==> config.mk <==
export PLATFORM = sky130hd
export DESIGN_NAME = bsg_locking_arb_rr
export DESIGN_NICKNAME = d
export VERILOG_FILES = /design/src/rtl/bsg_locking_arb_rr.sv
export SDC_FILE = /design/constraint.sdc
export NUM_CORES = 1
export LEC_CHECK = 0
export ABC_AREA = 1
export BUFFER_PORTS_ARGS = -buffer_cell sky130_fd_sc_hd__buf_2
export CORE_ASPECT_RATIO = 1.25
export CORE_MARGIN = 2
export CORE_UTILIZATION = 50
export DETAILED_ROUTE_END_ITERATION = 7
export PLACE_DENSITY = 0.67
export SYNTH_ARGS = -nofsm -noshare
export SYNTH_HDL_FRONTEND = slang
export SYNTH_SLANG_ARGS = --single-unit
export TNS_END_PERCENT = 1
==> constraint.sdc <==
create_clock -name clk_i -period 8.3 [get_ports clk_i]
set_clock_uncertainty 0.1 [all_clocks]
set_input_delay 0.83 -clock clk_i [delete_from_list [all_inputs] [get_ports clk_i]]
set_output_delay 0.83 -clock clk_i [all_outputs]
set_load 0.02 [all_outputs]
==> src/rtl/bsg_locking_arb_rr.sv <==
//==============================================================================
// Module      : bsg_locking_arb_rr
// Description : Locking arbiter for inputs_p requesters. The first grant
//               issued while unlocked (and ready_i high) locks arbitration to
//               that requester until unlock_i. Arbitration is fixed-priority
//               (index 0 highest) or round-robin starting after the last
//               owner. An optional idle watchdog force-releases a lock whose
//               owner has stopped requesting.
// Revision    : 1.0 - initial release
//------------------------------------------------------------------------------
// Parameters
//   inputs_p   number of requesters (>=1)
//   rr_mode_p  1: round-robin from (last owner + 1); 0: fixed priority
//   timeout_p  watchdog limit in consecutive owner-idle locked cycles (>=1)
// Ports
//   clk_i        in   clock, all state updates on the rising edge
//   reset_n_i    in   asynchronous active-low reset
//   ready_i      in   downstream can accept; no grant and no lock when low
//   unlock_i     in   release the lock at the next rising edge
//   reqs_i       in   request vector [inputs_p]
//   grants_o     out  one-hot or zero grant vector, combinational
//   locked_o     out  registered lock state
//   owner_id_o   out  index of the locked owner; holds last owner when unlocked
//   timeout_o    out  one-cycle pulse after a watchdog release
// Configuration macro
//   BSG_LOCKING_ARB_RR_WATCHDOG_EN  enables the idle watchdog; when undefined
//                                   timeout_o is tied low and a lock is held
//                                   until unlock_i.
//==============================================================================
`default_nettype none

module bsg_locking_arb_rr #(
  parameter int inputs_p  = 16,
  parameter int rr_mode_p = 1,
  parameter int timeout_p = 255,
  localparam int ID_W     = (inputs_p > 1) ? $clog2(inputs_p) : 1
) (
  input  logic                clk_i,
  input  logic                reset_n_i,
  input  logic                ready_i,
  input  logic                unlock_i,
  input  logic [inputs_p-1:0] reqs_i,
  output logic [inputs_p-1:0] grants_o,
  output logic                locked_o,
  output logic [ID_W-1:0]     owner_id_o,
  output logic                timeout_o
);

  localparam logic [ID_W-1:0] PTR_RESET = ID_W'(inputs_p - 1);

  logic                locked_q, locked_d;
  logic [ID_W-1:0]     owner_q,  owner_d;
  logic [ID_W-1:0]     ptr_q,    ptr_d;

  logic [inputs_p-1:0] arb_gnt;
  logic [ID_W-1:0]     arb_idx;
  logic                arb_vld;
  logic [ID_W-1:0]     cand_idx;
  logic [inputs_p-1:0] grant_w;
  logic                acquire;

  //--------------------------------------------------------------------------
  // Arbitration: walk the request vector starting at ptr+1 (round-robin) or
  // at 0 (fixed priority) and take the first requester found. The modulo
  // keeps the candidate index inside 0..inputs_p-1 for any inputs_p.
  //--------------------------------------------------------------------------
  always_comb begin
    arb_gnt  = '0;
    arb_idx  = '0;
    arb_vld  = 1'b0;
    cand_idx = '0;
    for (int off = 0; off < inputs_p; off++) begin
      if (rr_mode_p != 0) begin
        cand_idx = ID_W'((int'(ptr_q) + 1 + off) % inputs_p);
      end else begin
        cand_idx = ID_W'(off);
      end
      if (!arb_vld && reqs_i[cand_idx]) begin
        arb_vld           = 1'b1;
        arb_idx           = cand_idx;
        arb_gnt[cand_idx] = 1'b1;
      end
    end
  end

  //--------------------------------------------------------------------------
  // Grant: unlocked -> arbitration result; locked -> only the owner, and only
  // while it still requests. Reset forces the output low asynchronously.
  //--------------------------------------------------------------------------
  always_comb begin
    grant_w = '0;
    if (ready_i) begin
      if (!locked_q) begin
        grant_w = arb_gnt;
      end else if (reqs_i[owner_q]) begin
        grant_w[owner_q] = 1'b1;
      end
    end
    grants_o = reset_n_i ? grant_w : '0;
  end

  assign acquire = !locked_q && ready_i && arb_vld;

`ifdef BSG_LOCKING_ARB_RR_WATCHDOG_EN
  localparam int CNT_W = (timeout_p > 1) ? $clog2(timeout_p + 1) : 1;
  // Value the counter holds on the last idle cycle before release.
  localparam logic [CNT_W-1:0] CNT_LAST = CNT_W'(timeout_p - 1);

  logic [CNT_W-1:0] cnt_q, cnt_d;
  logic             timeout_q, timeout_d;

  always_comb begin
    locked_d  = locked_q;
    owner_d   = owner_q;
    ptr_d     = ptr_q;
    cnt_d     = cnt_q;
    timeout_d = 1'b0;

    if (acquire) begin
      owner_d  = arb_idx;
      ptr_d    = arb_idx;
      // An unlock in the acquisition cycle wins: the grant still issues and
      // the pointer advances, but the lock is not taken.
      locked_d = !unlock_i;
    end else if (locked_q && unlock_i) begin
      locked_d = 1'b0;
    end

    // Acquisition always happens from the unlocked state, so clearing while
    // unlocked also covers the clear-on-acquire case. An explicit unlock
    // takes precedence over a simultaneous watchdog expiry.
    if (!locked_q || unlock_i || reqs_i[owner_q]) begin
      cnt_d = '0;
    end else if (cnt_q == CNT_LAST) begin
      cnt_d     = '0;
      locked_d  = 1'b0;
      timeout_d = 1'b1;
    end else begin
      cnt_d = cnt_q + 1'b1;
    end
  end

  always_ff @(posedge clk_i or negedge reset_n_i) begin
    if (!reset_n_i) begin
      cnt_q     <= '0;
      timeout_q <= 1'b0;
    end else begin
      cnt_q     <= cnt_d;
      timeout_q <= timeout_d;
    end
  end

  assign timeout_o = timeout_q;
`else
  always_comb begin
    locked_d = locked_q;
    owner_d  = owner_q;
    ptr_d    = ptr_q;

    if (acquire) begin
      owner_d  = arb_idx;
      ptr_d    = arb_idx;
      // An unlock in the acquisition cycle wins: the grant still issues and
      // the pointer advances, but the lock is not taken.
      locked_d = !unlock_i;
    end else if (locked_q && unlock_i) begin
      locked_d = 1'b0;
    end
  end

  assign timeout_o = 1'b0;
`endif

  always_ff @(posedge clk_i or negedge reset_n_i) begin
    if (!reset_n_i) begin
      locked_q <= 1'b0;
      owner_q  <= '0;
      ptr_q    <= PTR_RESET;
    end else begin
      locked_q <= locked_d;
      owner_q  <= owner_d;
      ptr_q    <= ptr_d;
    end
  end

  assign locked_o   = locked_q;
  assign owner_id_o = owner_q;

endmodule

`default_nettype wire

==> flow_summary.json, run 1 <==
{
  "post-cts-setup-buffers": 0,
  "crit_fanout": 27,
  "ant_nets": 0,
  "cp_data_arrival_time_ps": 6580,
  "via_count": 8559,
  "initial_core_util_pct": 51.4,
  "avgViaCountPerCell": 6.07,
  "drtPass1Iterations": 6,
  "die_width_microns": 102,
  "overflow": 0,
  "num-fill-cells": 1370,
  "synth_top_family_by_area": "simple AND/OR/NAND/NOR gates",
  "ios": 42,
  "synth_cell_types": 41,
  "fin_crit_sh_pct": 90.5,
  "dieArea_sq_mm": 0.0128,
  "wl_met2_mm": 11.2,
  "cts-resized-gates": 0,
  "ys_seq_area_share_pct": 3.85,
  "routed.top_layer": "met4",
  "cts_buffers": 3,
  "yosysTopAreaCellShare_pct": 21.2,
  "required_ps": 7370,
  "final-setup-viol-count": 0,
  "drt-total-wl_mm": 26.0,
  "area_growth_pct": 3.75,
  "cts.sinks": 9,
  "final_cell_mix": "nand2_1 (338), nor2_1 (286), nand3_1 (201), inv_1 (144), nand4_1 (80)",
  "antennaDiodeCount": 0,
  "yosys.area.top_type": "nand2_1",
  "worst_pin_slew_ps": 1150,
  "seq_area_sq_um": 230,
  "synth_area_leaders": "nand2_1 (21%), nor2_1 (18%), nand3_1 (17%), inv_1 (9.0%), nand4_1 (8.4%)",
  "synth_nets": 1292,
  "grt.total_usage_pct": 40.7,
  "antenna_found_initial": 0,
  "synth.area.mux_share_pct": 0,
  "drive_gt1_share_pct": 9.36,
  "drt_iter0_markers": 1095,
  "hold_class": "input pin to async pin",
  "synth-simple-area-share_pct": 72.3,
  "cts_tree": "yes",
  "fmax_ghz": 0.133,
  "outcome": "finished clean",
  "io_buffers": 40,
  "synth-adder-area-share_pct": 2.30,
  "cts_max_path_buffers": 2,
  "synth_warnings": 0,
  "synth.avg_cell_area_sq_um": 4.74,
  "grt_pass1_wl_mm": 40.9,
  "grt_pass1_vias": 7728,
  "layout.nets": 1282,
  "die_y_microns": 126,
  "syn_inst": 1261,
  "rsz0062_at_grt": "no",
  "wl_per_cell_microns": 18.4,
  "cts.clk_slew.worst_paths_ps": 40,
  "fin_tns_setup_ps": 0,
  "cts-htree-levels": 1,
  "cap_violations": 0,
  "synth_flop_cell": "dfrtp_1",
  "grt_max_degree": 29,
  "slew-limit-headroom_pct": 23.0,
  "crit_type": "flop to output port",
  "holdBufCountCts": 0,
  "hold_viol": 0,
  "dr_wl_met3_mm": 3.12,
  "startpoint_type": "flop",
  "synth-seq-cells": 9,
  "final_common_cell": "nand2_1",
  "drc": 0,
  "clockRootBuffer": "clkbuf_16",
  "clock_latency_ps": 230,
  "async_flop_share_pct": 100,
  "synth_xor_area_share_pct": 1.09,
  "met1_length_mm": 9.24,
  "end_kind": "output port",
  "rows": 44,
  "slew_viol_final": 0,
  "globalplace.congestion": 1.02,
  "synthesis.area_sq_mm": 0.00597,
  "multi_input_area_sq_mm": 0.00484,
  "fp.coreArea_sq_mm": 0.0116,
  "period_needed_ps": 7510,
  "dp_hpwl_mm": 19.0,
  "synth_compound_area_share_pct": 5.24,
  "synth-edff-count": 0
}
stage by stage:
stage | utilization, % | worst slack [ps] | hold WS [ps] | std cells | area [sq um]
floorplan | - | 3520 | 370 | 1261 | 5970
global route | 53.3 | 206 | 363 | 1411 | 6200
finish | 53.3 | 790 | 351 | 1411 | 6200
CTS | 53.3 | 990 | 355 | 1411 | 6200
detailed placement | 52.7 | 1260 | 420 | 1407 | 6120
global placement | 52.7 | 1450 | 410 | 1407 | 6120
Yosys cell counts (7+ instances only):
cell      count
ha_1         11
a21oi_1      27
nand3_1     201
inv_1       144
nor2_2       13
nand2_2      14
o21ai_0      11
nand2_1     338
nor2_1      286
buf_2        14
inv_2        11
clkbuf_1     33
nand4_1      80
buf_4         7
path summary, 6_finish.rpt:
kind	end	depth (start not counted)	slack, ps	from
max in group asynchronous	ptr_q[2]$_DFFE_PN1P_	1	7490	reset_n_i
min	owner_id_o[1]$_DFFE_PN0P_	1	350	reset_n_i
min in group clk_i	ptr_q[3]$_DFFE_PN1P_	2	430	ptr_q[3]$_DFFE_PN1P_
min reg2reg	ptr_q[3]$_DFFE_PN1P_	2	430	ptr_q[3]$_DFFE_PN1P_
max reg2reg	owner_id_o[3]$_DFFE_PN0P_	21	1850	ptr_q[0]$_DFFE_PN1P_
max	grants_o[2]	23	790	ptr_q[0]$_DFFE_PN1P_
critical path, stage by stage, from the launching register on:
cell	delay (ps)
dfstp_2	830
inv_2	320
ha_1	680
inv_1	380
ha_1	520
clkinv_1	260
nand3_1	160
nand2_1	70
nand2_1	70
nand2_2	120
nor2_8	330
nand4_4	160
nor2_4	430
nand4_4	190
nor2_4	170
nand4_2	120
nor2_2	600
nand2_1	170
inv_2	280
nand2_1	90
nand3_1	100
nand2_1	70
inv_1	50
buf_2	150
flip-flops by register name (all words and copies together) (netlist names):
register    cells
ptr_q           4
locked_o        1
owner_id_o      4
cell type report:
type                            instances  area share, %
Multi-Input combinational cell       1032           78.0
Tap cell                              161           3.25
Inverter                              157           9.51
Timing Repair Buffer                   48           4.20
Clock inverter                          1         0.0808
Clock buffer                            3           1.21
Sequential cell                         9           3.71
routing by layer:
| layer | vias to the layer above | GRT usage (%) |
|---|---|---|
| met5 | - | 0 |
| li1 | 4035 | - |
| met3 | 159 | 9.93 |
| met1 | 3759 | 50.0 |
| met4 | 0 | 29.8 |
| met2 | 606 | 60.8 |
cells by family after synthesis:
| group | count (synthesis) |
|---|---|
| fa+ha+maj | 11 |
| flops | 9 |
| buf+inv | 220 |
| simple gates | 960 |
| xor+xnor | 4 |
| compound gates | 56 |
| other cells | 1 |
Power of run 1 is left out: the tool's default activity adds up to more than one toggle a clock period on the data nets, which glitch-free logic cannot reach.
==> run 2, diff against run 1 <==
--- a/config.mk
+++ b/config.mk
@@ -6,12 +6,12 @@
 export NUM_CORES = 1
 export LEC_CHECK = 0
 export ABC_AREA = 1
-export BUFFER_PORTS_ARGS = -buffer_cell sky130_fd_sc_hd__buf_2
+export BUFFER_PORTS_ARGS = -buffer_cell sky130_fd_sc_hd__buf_4
 export CORE_ASPECT_RATIO = 1.25
 export CORE_MARGIN = 2
-export CORE_UTILIZATION = 50
+export CORE_UTILIZATION = 35
 export DETAILED_ROUTE_END_ITERATION = 7
-export PLACE_DENSITY = 0.67
+export PLACE_DENSITY = 0.5
 export SYNTH_ARGS = -nofsm -noshare
 export SYNTH_HDL_FRONTEND = slang
 export SYNTH_SLANG_ARGS = --single-unit
==> constraint.sdc (replaced) <==
create_clock -name clk_i -period 7.5 [get_ports clk_i]
set_clock_uncertainty 0.1 [all_clocks]
set_input_delay 0.75 -clock clk_i [delete_from_list [all_inputs] [get_ports clk_i]]
set_output_delay 0.75 -clock clk_i [all_outputs]
set_load 0.02 [all_outputs]
==> flow_summary.json, run 2 (synthesis gave the netlist of run 1 again) <==
{
  "crit_fanout": 27,
  "reg2regPathDepth": 22,
  "fp.coreArea_sq_mm": 0.0168,
  "clock_latency_ps": 240,
  "drt_iter0_markers": 1010,
  "rows": 53,
  "place_area_sq_mm": 0.00636,
  "ant_nets": 0,
  "fin_tns_setup_ps": 0,
  "rsz0062_at_grt": "no",
  "globalplace.congestion": 1.01,
  "seq_area_sq_um": 230,
  "multi_input_area_sq_mm": 0.00484,
  "worst_pin_slew_ps": 986,
  "crit_type": "flop to output port",
  "area_growth_pct": 7.92,
  "wl_per_cell_microns": 19.3,
  "cts_buffers": 3,
  "drc": 0,
  "cap_violations": 0,
  "die_y_microns": 150,
  "hold_class": "input pin to async pin",
  "cts-resized-gates": 0,
  "period_needed_ps": 6910,
  "grt.total_usage_pct": 31.6,
  "worst_hold_slack_ps": 232,
  "end_kind": "output port",
  "startpoint_type": "flop",
  "ios": 42,
  "grt_pass1_wl_mm": 44.3,
  "antenna_found_initial": 0,
  "overflow": 0,
  "dieArea_sq_mm": 0.0181,
  "cts.sinks": 9,
  "grt_max_degree": 28,
  "die_width_microns": 121,
  "fmax_ghz": 0.145,
  "clockRootBuffer": "clkbuf_16",
  "num-fill-cells": 2015,
  "dp_hpwl_mm": 22.0,
  "final_common_cell": "nand2_1",
  "cts-htree-levels": 1,
  "final-setup-viol-count": 0,
  "cp_data_arrival_time_ps": 6060,
  "slew-limit-headroom_pct": 34.3,
  "drive_gt1_share_pct": 10.1,
  "finalInstanceArea_sq_mm": 0.00645,
  "cts_tree": "yes",
  "final_cell_mix": "nand2_1 (338), nor2_1 (286), nand3_1 (201), inv_1 (144), nand4_1 (80)",
  "slew_viol_final": 0,
  "via_count": 8425,
  "avgViaCountPerCell": 5.69,
  "antennaDiodeCount": 0,
  "io_buffers": 40,
  "holdBufCountCts": 0,
  "outcome": "finished clean",
  "required_ps": 6650,
  "initial_core_util_pct": 35.6,
  "layout.nets": 1292,
  "hold_viol": 0,
  "cts_max_path_buffers": 2,
  "fin_crit_sh_pct": 92.1,
  "drt-total-wl_mm": 28.5,
  "grt_pass1_vias": 7866,
  "post-cts-setup-buffers": 0,
  "cts.clk_slew.worst_paths_ps": 40,
  "drtPass1Iterations": 5
}
## run 2: final cells by class
cell class,instances,area share (%)
clock buffer,3,1.16
inverter,157,9.14
timing repair buffer,58,6.75
multi-input combinational,1032,75.0
sequential,9,3.57
tap,220,4.27
clock inverter,1,0.0776
## run 2: worst paths after layout
check                                     start                         to  slack, ps
setup / recovery           ptr_q[0]$_DFFE_PN1P_               grants_o[12]        590
hold / removal                        reset_n_i       locked_o$_DFFE_PN0P_        230
setup reg to reg           ptr_q[0]$_DFFE_PN1P_  owner_id_o[3]$_DFFE_PN0P_       1530
hold reg to reg            ptr_q[3]$_DFFE_PN1P_       ptr_q[3]$_DFFE_PN1P_        430
max in group asynchronous             reset_n_i       ptr_q[2]$_DFFE_PN1P_       6850
min in group clk_i         ptr_q[3]$_DFFE_PN1P_       ptr_q[3]$_DFFE_PN1P_        430
## run 2: worst max-delay path: stages, from the launching register on
cell and delay (ps):
dfstp_2 840, inv_2 320, ha_1 680, inv_1 380, ha_1 530, clkinv_1 270
nand3_1 160, nand2_1 70, nand2_1 80, nand2_2 120, nor2_8 330, nand4_4 160
nor2_4 170, nand4_4 130, nor2_4 180, nand2_2 110, nor2_8 300, nand3_4 350
nor2_1 200, nor2_1 70, nand3_1 90, nand2_1 60, inv_1 50, buf_4 130
## run 2: per-stage QoR
stage | utilization (%) | std cells | setup slack [ps]
global placement | 37.9 | 1475 | 1060
finish | 38.4 | 1480 | 593
CTS | 38.4 | 1479 | 675
global route | 38.4 | 1480 | 96.1
detailed placement | 37.9 | 1475 | 939
floorplan | - | 1261 | 2800
## run 2: routing by layer
layer	wire (microns)	track usage (%)
met1	11200	39.0
met2	13100	51.3
met3	1840	3.73
met4	2440	20.9
met5	0	0
Power of run 2 is left out for the same reason.
